<file path="src/rtl/tt_input_conditioner.sv">
// Input conditioner: per-bit synchroniser, debounce and edge detect for the raw pads,
// plus one selectable saturating rising-edge event counter for bring-up.
//
// state      | meaning
// ST_STABLE  | synced level equals clean level, debounce counter idle at 0
// ST_PENDING | synced level differs from clean, counting consecutive mismatch cycles
module tt_input_conditioner #(
    parameter int WIDTH           = 8,
    parameter int SYNC_STAGES     = 2,
    parameter int DEBOUNCE_CYCLES = 16,
    parameter int CNT_WIDTH       = 8,
    parameter int SEL_W           = 3
) (
    input  logic                 clk_i,
    input  logic                 rst_n_i,
    input  logic                 ena_i,
    input  logic [WIDTH-1:0]     raw_in_i,
    output logic [WIDTH-1:0]     clean_out_o,
    output logic [WIDTH-1:0]     rise_pulse_o,
    output logic [WIDTH-1:0]     fall_pulse_o,
    input  logic [SEL_W-1:0]     evt_sel_i,
    input  logic                 evt_clr_i,
    output logic [CNT_WIDTH-1:0] evt_count_o,
    output logic                 evt_ovf_o
);

    localparam int DCW  = $clog2(DEBOUNCE_CYCLES) + 1;
    localparam int RP_W = 2 ** SEL_W;
    localparam logic [DCW-1:0] CNT_LAST = DCW'(DEBOUNCE_CYCLES - 1);

    typedef enum logic {
        ST_STABLE  = 1'b0,
        ST_PENDING = 1'b1
    } db_state_e;

    logic [WIDTH-1:0]     sync_q [SYNC_STAGES];
    logic [WIDTH-1:0]     synced;
    db_state_e            state_q [WIDTH];
    logic [DCW-1:0]       cnt_q [WIDTH];
    logic [WIDTH-1:0]     clean_q;
    logic [WIDTH-1:0]     rise_q;
    logic [WIDTH-1:0]     fall_q;
    logic [CNT_WIDTH-1:0] evt_cnt_q, evt_cnt_d;
    logic                 evt_ovf_q, evt_ovf_d;
    logic [RP_W-1:0]      rise_pad;
    logic                 evt_hit;

    always_ff @(posedge clk_i or negedge rst_n_i) begin
        if (!rst_n_i) begin
            for (int s = 0; s < SYNC_STAGES; s++) begin
                sync_q[s] <= '0;
            end
        end else begin
            sync_q[0] <= raw_in_i;
            for (int s = 1; s < SYNC_STAGES; s++) begin
                sync_q[s] <= sync_q[s-1];
            end
        end
    end

    assign synced = sync_q[SYNC_STAGES-1];

    // Acceptance updates clean and the matching pulse on the same edge, so the pulse
    // lines up with the first cycle the new level is visible.
    always_ff @(posedge clk_i or negedge rst_n_i) begin
        if (!rst_n_i) begin
            for (int b = 0; b < WIDTH; b++) begin
                state_q[b] <= ST_STABLE;
                cnt_q[b]   <= '0;
            end
            clean_q <= '0;
            rise_q  <= '0;
            fall_q  <= '0;
        end else begin
            rise_q <= '0;
            fall_q <= '0;
            for (int b = 0; b < WIDTH; b++) begin
                if (!ena_i) begin
                    state_q[b] <= ST_STABLE;
                    cnt_q[b]   <= '0;
                end else begin
                    case (state_q[b])
                        ST_STABLE: begin
                            if (synced[b] != clean_q[b]) begin
                                if (cnt_q[b] == CNT_LAST) begin
                                    clean_q[b] <= synced[b];
                                    rise_q[b]  <= synced[b];
                                    fall_q[b]  <= ~synced[b];
                                    cnt_q[b]   <= '0;
                                end else begin
                                    cnt_q[b]   <= cnt_q[b] + DCW'(1);
                                    state_q[b] <= ST_PENDING;
                                end
                            end else begin
                                cnt_q[b] <= '0;
                            end
                        end
                        ST_PENDING: begin
                            if (synced[b] == clean_q[b]) begin
                                cnt_q[b]   <= '0;
                                state_q[b] <= ST_STABLE;
                            end else if (cnt_q[b] == CNT_LAST) begin
                                clean_q[b] <= synced[b];
                                rise_q[b]  <= synced[b];
                                fall_q[b]  <= ~synced[b];
                                cnt_q[b]   <= '0;
                                state_q[b] <= ST_STABLE;
                            end else begin
                                cnt_q[b] <= cnt_q[b] + DCW'(1);
                            end
                        end
                        default: begin
                            cnt_q[b]   <= '0;
                            state_q[b] <= ST_STABLE;
                        end
                    endcase
                end
            end
        end
    end

    // Zero-padding makes selects at or beyond WIDTH read a constant 0.
    assign rise_pad = RP_W'(rise_q);
    assign evt_hit  = ena_i & rise_pad[evt_sel_i];

    always_comb begin
        evt_cnt_d = evt_cnt_q;
        evt_ovf_d = evt_ovf_q;
        if (evt_clr_i) begin
            evt_cnt_d = '0;
            evt_ovf_d = 1'b0;
        end else if (evt_hit) begin
            if (evt_cnt_q == '1) begin
                evt_ovf_d = 1'b1;
            end else begin
                evt_cnt_d = evt_cnt_q + CNT_WIDTH'(1);
            end
        end
    end

    always_ff @(posedge clk_i or negedge rst_n_i) begin
        if (!rst_n_i) begin
            evt_cnt_q <= '0;
            evt_ovf_q <= 1'b0;
        end else begin
            evt_cnt_q <= evt_cnt_d;
            evt_ovf_q <= evt_ovf_d;
        end
    end

    assign clean_out_o  = clean_q;
    assign rise_pulse_o = rise_q;
    assign fall_pulse_o = fall_q;
    assign evt_count_o  = evt_cnt_q;
    assign evt_ovf_o    = evt_ovf_q;

endmodule

</file>
<file path="config.mk">
export PLATFORM = sky130hd
export DESIGN_NAME = tt_input_conditioner
export DESIGN_NICKNAME = d
export VERILOG_FILES = /design/src/rtl/tt_input_conditioner.sv
export SDC_FILE = /design/constraint.sdc
export NUM_CORES = 1
export LEC_CHECK = 0
export ABC_AREA = 1
export BUFFER_PORTS_ARGS = -buffer_cell sky130_fd_sc_hd__buf_2
export CAP_MARGIN = 20
export CORE_UTILIZATION = 55
export CTS_BUF_LIST = sky130_fd_sc_hd__clkbuf_8 sky130_fd_sc_hd__clkbuf_16
export DETAILED_ROUTE_END_ITERATION = 7
export GPL_ROUTABILITY_DRIVEN = 0
export PLACE_DENSITY_LB_ADDON = 0.12
export SLEW_MARGIN = 0
export SYNTH_ARGS = -nofsm -noshare
export SYNTH_HDL_FRONTEND = slang
export SYNTH_SLANG_ARGS = --single-unit
export TNS_END_PERCENT = 1
</file>
<file path="constraint.sdc">
create_clock -name clk_i -period 1.63 [get_ports clk_i]
set_input_delay 0.2445 -clock clk_i [delete_from_list [all_inputs] [get_ports clk_i]]
set_output_delay 0.2445 -clock clk_i [all_outputs]
set_load 0.03 [all_outputs]
</file>
Word level (Yosys, flattened, before mapping)
Cells that the tools add are included.
- bits in registers: 97
- input bits: 15
- muxes and demuxes: 200
- magnitude comparators: 1
- bitwise logic cells: 17
- $add $sub $neg: 9
- reduce and logical (&&, ||, !) cells: 12
- equal/unequal tests: 42
- operators with widths (operator ; number):
    $mux 5 ; 32
    $mux 1 ; 124
    $pmux 5 s2 ; 8
    $pmux 1 s2 ; 32
    $add 5x1->5 const B ; 8
    $eq 5x4->1 const B ; 8
    $ne 2x2->1 const B ; 17
    $mux 8 ; 3
    $reduce_and 3->1 ; 8
    $not 1->1 ; 16
    $add 8x1->8 const B ; 1
    $eq 1x1->1 ; 8
    $eq 8x8->1 const B ; 1
    $ne 1x1->1 ; 8
    $lt 3x4->1 const B ; 1
    $reduce_and 2->1 ; 2
    $reduce_bool 2->1 ; 2
    $bmux 1 s3 ; 1
    $and 1x1->1 ; 1

Logic depth before layout (Yosys ltp)
- word-level depth: 5
- depth in mapped cells: 9

Worst setup path after synthesis
Ideal clock, no wire load.
- path kind: reg-to-reg
- from: reg evt_cnt_q[0], in the netlist evt_count_o[0]
- to: reg evt_cnt_q[7], in the netlist evt_count_o[7]
- path buffers: 0
- path slack: 0.160 ns
- library setup time: 0.118 ns
- stages on the path, launching flop included: 9
- data arrival time: 1.352 ns
- clock period less this slack: 1.470 ns
- cell sequence: dfrtp_1 -> ha_1 -> nand2_1 -> nor2_4 -> nand2_2 -> clkinv_1 -> nand2_4 -> nand3_1 -> nand2_1
- cells in the longest elaborated chain, start to end: 4
- ends and longest elaborated chain (item ; RTL line ; text):
    start, declared ; 43 ; logic [CNT_WIDTH-1:0] evt_cnt_q, evt_cnt_d;
    start signal, assigned ; 146 ; evt_cnt_q <= evt_cnt_d;
    $add 8x1->8 ; 136 ; evt_cnt_d = evt_cnt_q + CNT_WIDTH'(1);
    $mux 8 ; 133 ; if (evt_cnt_q == '1) begin
    $mux 8 ; 132 ; end else if (evt_hit) begin
    $mux 8 ; 129 ; if (evt_clr_i) begin
Several ways; a longest one is shown, not always the timed one. The select of a mux whose other input is x is not followed.
A chain may end at the register's enable or synchronous reset.

Worst setup path in the final report
- from: reg evt_cnt_q[0], in the netlist evt_count_o[0]
- to: reg evt_cnt_q[5], in the netlist evt_count_o[5]
The elaborated chain is that of the path after synthesis.

==> run metrics <==
CP peak stage delay ~410 ps; top-level port count 48; initial DRC count 113; Vias/cell between 4 and 5; Remaining Overflow, GRT 0; crit path DAT approximately 1700 ps; Setup Buffers After CTS 0; worst setup path category reg -> reg; mux contribution to synthesized area 0; worst-path fanout max 8; Worst Setup SP evt_count_o[0]$_DFFE_PN0P_; CTS tree yes; CP Cell Sequence ha_1 -> nand2_1 -> nor2_4 -> nand2_2 -> clkinv_1 -> nand2_4 -> nand3_1 -> nand2_1; die width approximately 84 µm; critical path's slowest cell dfrtp_1; P_leak around 2.3 nW; Max Clock Skew roughly 9.0 ps; compound-cell area share of the yosys netlist 0.0135; All-Layer GR Usage 0.197; terminus of the critical flop-to-flop path evt_count_o[5]$_DFFE_PN0P_; Synth cell types 27; # H-tree levels 3; Seq cells post-synth 89; Post-Synthesis Cell Area approximately 3700 µm²; worst slack at placement approximately 220 ps; setup ws final roughly 210 ps; Setup violations, final 0; startpoint types flop; ant diodes 0; fillers 498; drt drc 4; Mean Syn Cell Area between 9 and 10 µm²; CP dominant cell by count nand2_1; first-pass GRT wire length between 10 and 15 mm; Inserted Clock Buffers 9; IO buf count 47; layout cells sized above 1 0.209; largest net degree at the start of global routing 35; final period utilization 0.871; Final nets roughly 470; Max Cap Viol 0; non-filler cells, final 531; clk slew on worst S/H paths ~80 ps; Clock Latency Late Sink roughly 350 ps; die area roughly 7100 µm²; Synth Area in Simple Gates 0.241; Slew Viols, Final 0; async set-reset flop share out of synthesis 1.00; post-route ant nets 0; CP Capture Type flop; total wire length roughly 6.3 mm; Inst Count DP roughly 500; syn nets between 400 and 500; Detailed Place HPWL around 4.5 mm; Slew headroom 0.698; antenna violations before repair 0; die height 84.2 µm; Synth Area in Adders 0.0303; Fin. Hold Viols 0; Power Density 921 nW/µm²; # resized after CTS 0; Avg WL per Cell roughly 12 µm; sequential-to-total area share from yosys stat 0.599; hold_ws between 150 and 200 ps; vias after detailed routing between 2k and 3k; FF-to-FF path depth 8; EDFF count, synth 0; worst r2r src evt_count_o[0]$_DFFE_PN0P_; Worst Setup EP evt_count_o[5]$_DFFE_PN0P_; Cells after Synth about 380; vias in the first global route 2512; Final min period 1420 ps; core area about 6400 µm²; peak supply drop between 0.0006 and 0.0007 V; Max Freq 705 MHz; violated checks DRC; synthesis-to-layout area growth 16.7%; HP Class in -> reg; post-synthesis xor/xnor area fraction 0.0566; Main synth FF type dfrtp_1; Root Buffer clkbuf_8; largest family of logic cells by synthesized area simple AND/OR/NAND/NOR gates; r2r setup slk between 200 and 250 ps; outcome finished with violations; Fin Setup TNS 0 ps; Synth Warn # 0; row count 29; Initial Util 0.579; RSZ-0062 raised after global routing false; Worst EP required about 1900 ps; clock sinks between 80 and 90; Post-CTS Hold Buffers 8; worst slew pin tran 453 ps; Max clock buf depth 2; Hold Crit Depth 2; 1st-pass router iterations 6
## critical path: cells and delay by family, from the launching register on
| kind | cells | cell delay (ps) |
|---|---|---|
| fa+ha+maj | 1 | 190 |
| buf+inv | 1 | 90 |
| flops | 1 | 410 |
| simple gates | 6 | 620 |
## cell usage after synthesis, types with 2 or more instances
| library cell | instances | share of area |
|---|---|---|
| inv_2 | 14 | 0.014 |
| o21ai_1 | 4 | 0.0054 |
| nor2_1 | 80 | 0.081 |
| nor2_2 | 7 | 0.012 |
| inv_1 | 34 | 0.034 |
| xor2_1 | 10 | 0.024 |
| nand2_1 | 59 | 0.060 |
| dfrtp_1 | 89 | 0.60 |
| a21oi_1 | 2 | 0.0027 |
| xnor2_1 | 14 | 0.033 |
| nand3_1 | 37 | 0.050 |
| nand4_1 | 2 | 0.0034 |
| nand2_4 | 2 | 0.0061 |
| ha_1 | 9 | 0.030 |
| nand3_2 | 2 | 0.0054 |
| buf_4 | 3 | 0.0061 |
| o21ai_0 | 4 | 0.0054 |
| nor3_1 | 3 | 0.0040 |
## state kept, by name, indices dropped and copies added (netlist names)
name and count:
evt_count_o 8, evt_ovf_o 1, clean_out_o 8, synced 8, fall_pulse_o 8, sync_q 8, cnt_q 40, rise_pulse_o 8
## layout by cell type, fill, tap and decap left out, types with 2 or more instances in the layout
cell type / netlist / routed
a21oi_1: 2 / 2
buf_12: 0 / 2
buf_2: 0 / 46
clkbuf_8: 1 / 12
clkinv_2: 0 / 2
dfrtp_1: 89 / 89
dlygate4sd3_1: 0 / 9
ha_1: 9 / 9
inv_1: 34 / 34
inv_2: 14 / 14
nand2_1: 59 / 59
nand2_4: 2 / 2
nand3_1: 37 / 37
nand3_2: 2 / 2
nand4_1: 2 / 2
nor2_1: 80 / 80
nor2_2: 7 / 7
nor3_1: 3 / 3
o21ai_0: 4 / 4
o21ai_1: 4 / 4
xnor2_1: 14 / 14
xor2_1: 10 / 10
## area by class of cell
type	count	area, µm²	share of cell area
clock buffer	12	165	0.0381
clock inverter	4	26.3	0.00606
inverter	49	184	0.0424
multi-input combinational	242	1270	0.293
sequential	89	2230	0.514
tap	77	96.3	0.0222
timing repair buffer	58	368	0.0848
## logic make-up (layout without fill, tap and decap cells)
logic type	count (synthesis)	in the layout
buffers and inverters	53	123
AO/OA/AOI/OAI	10	10
flip-flops	89	89
XOR/XNOR	24	24
AND/OR/NAND/NOR	199	199
adder cells (fa/ha/maj)	9	9
## where the power goes
group,internal [mW],switching (mW)
Clock,0.677,0.747
Combinational,0.0985,0.179
Sequential,2.25,0.0372
## metrics by stage
step	power [mW]	instance area [µm²]	util
3_3_place_gp	2.59	4050	0.631
3_5_place_dp	2.60	4050	0.631
2_1_floorplan	2.49	3720	-
4_1_cts	4.04	4330	0.673
5_1_grt	4.16	4340	0.675
6_report	3.99	4340	0.675
## per-layer routing
metal	wire length (µm)	track usage	up-vias
li1	-	-	1318
met2	2940	0.323	35
met4	119	0.0909	0
met3	189	0.0403	10
met1	3010	0.255	1205
met5	0	0	-
## how the worst min path moves through the flow
stage / startpoint / endpoint / slack [ps]
floorplan: rst_n_i / clean_out_o[0]$_DFFE_PN0P_ / -50
global placement: rst_n_i / cnt_q[28]$_DFF_PN0_ / 220
detailed placement: rst_n_i / cnt_q[29]$_DFF_PN0_ / 230
CTS: raw_in_i[3] / sync_q[11]$_DFF_PN0_ / 2
global route: evt_clr_i / evt_ovf_o$_DFFE_PN0P_ / 190
finish: evt_clr_i / evt_ovf_o$_DFFE_PN0P_ / 180
Note: power is estimated with default switching activity, not from simulation.
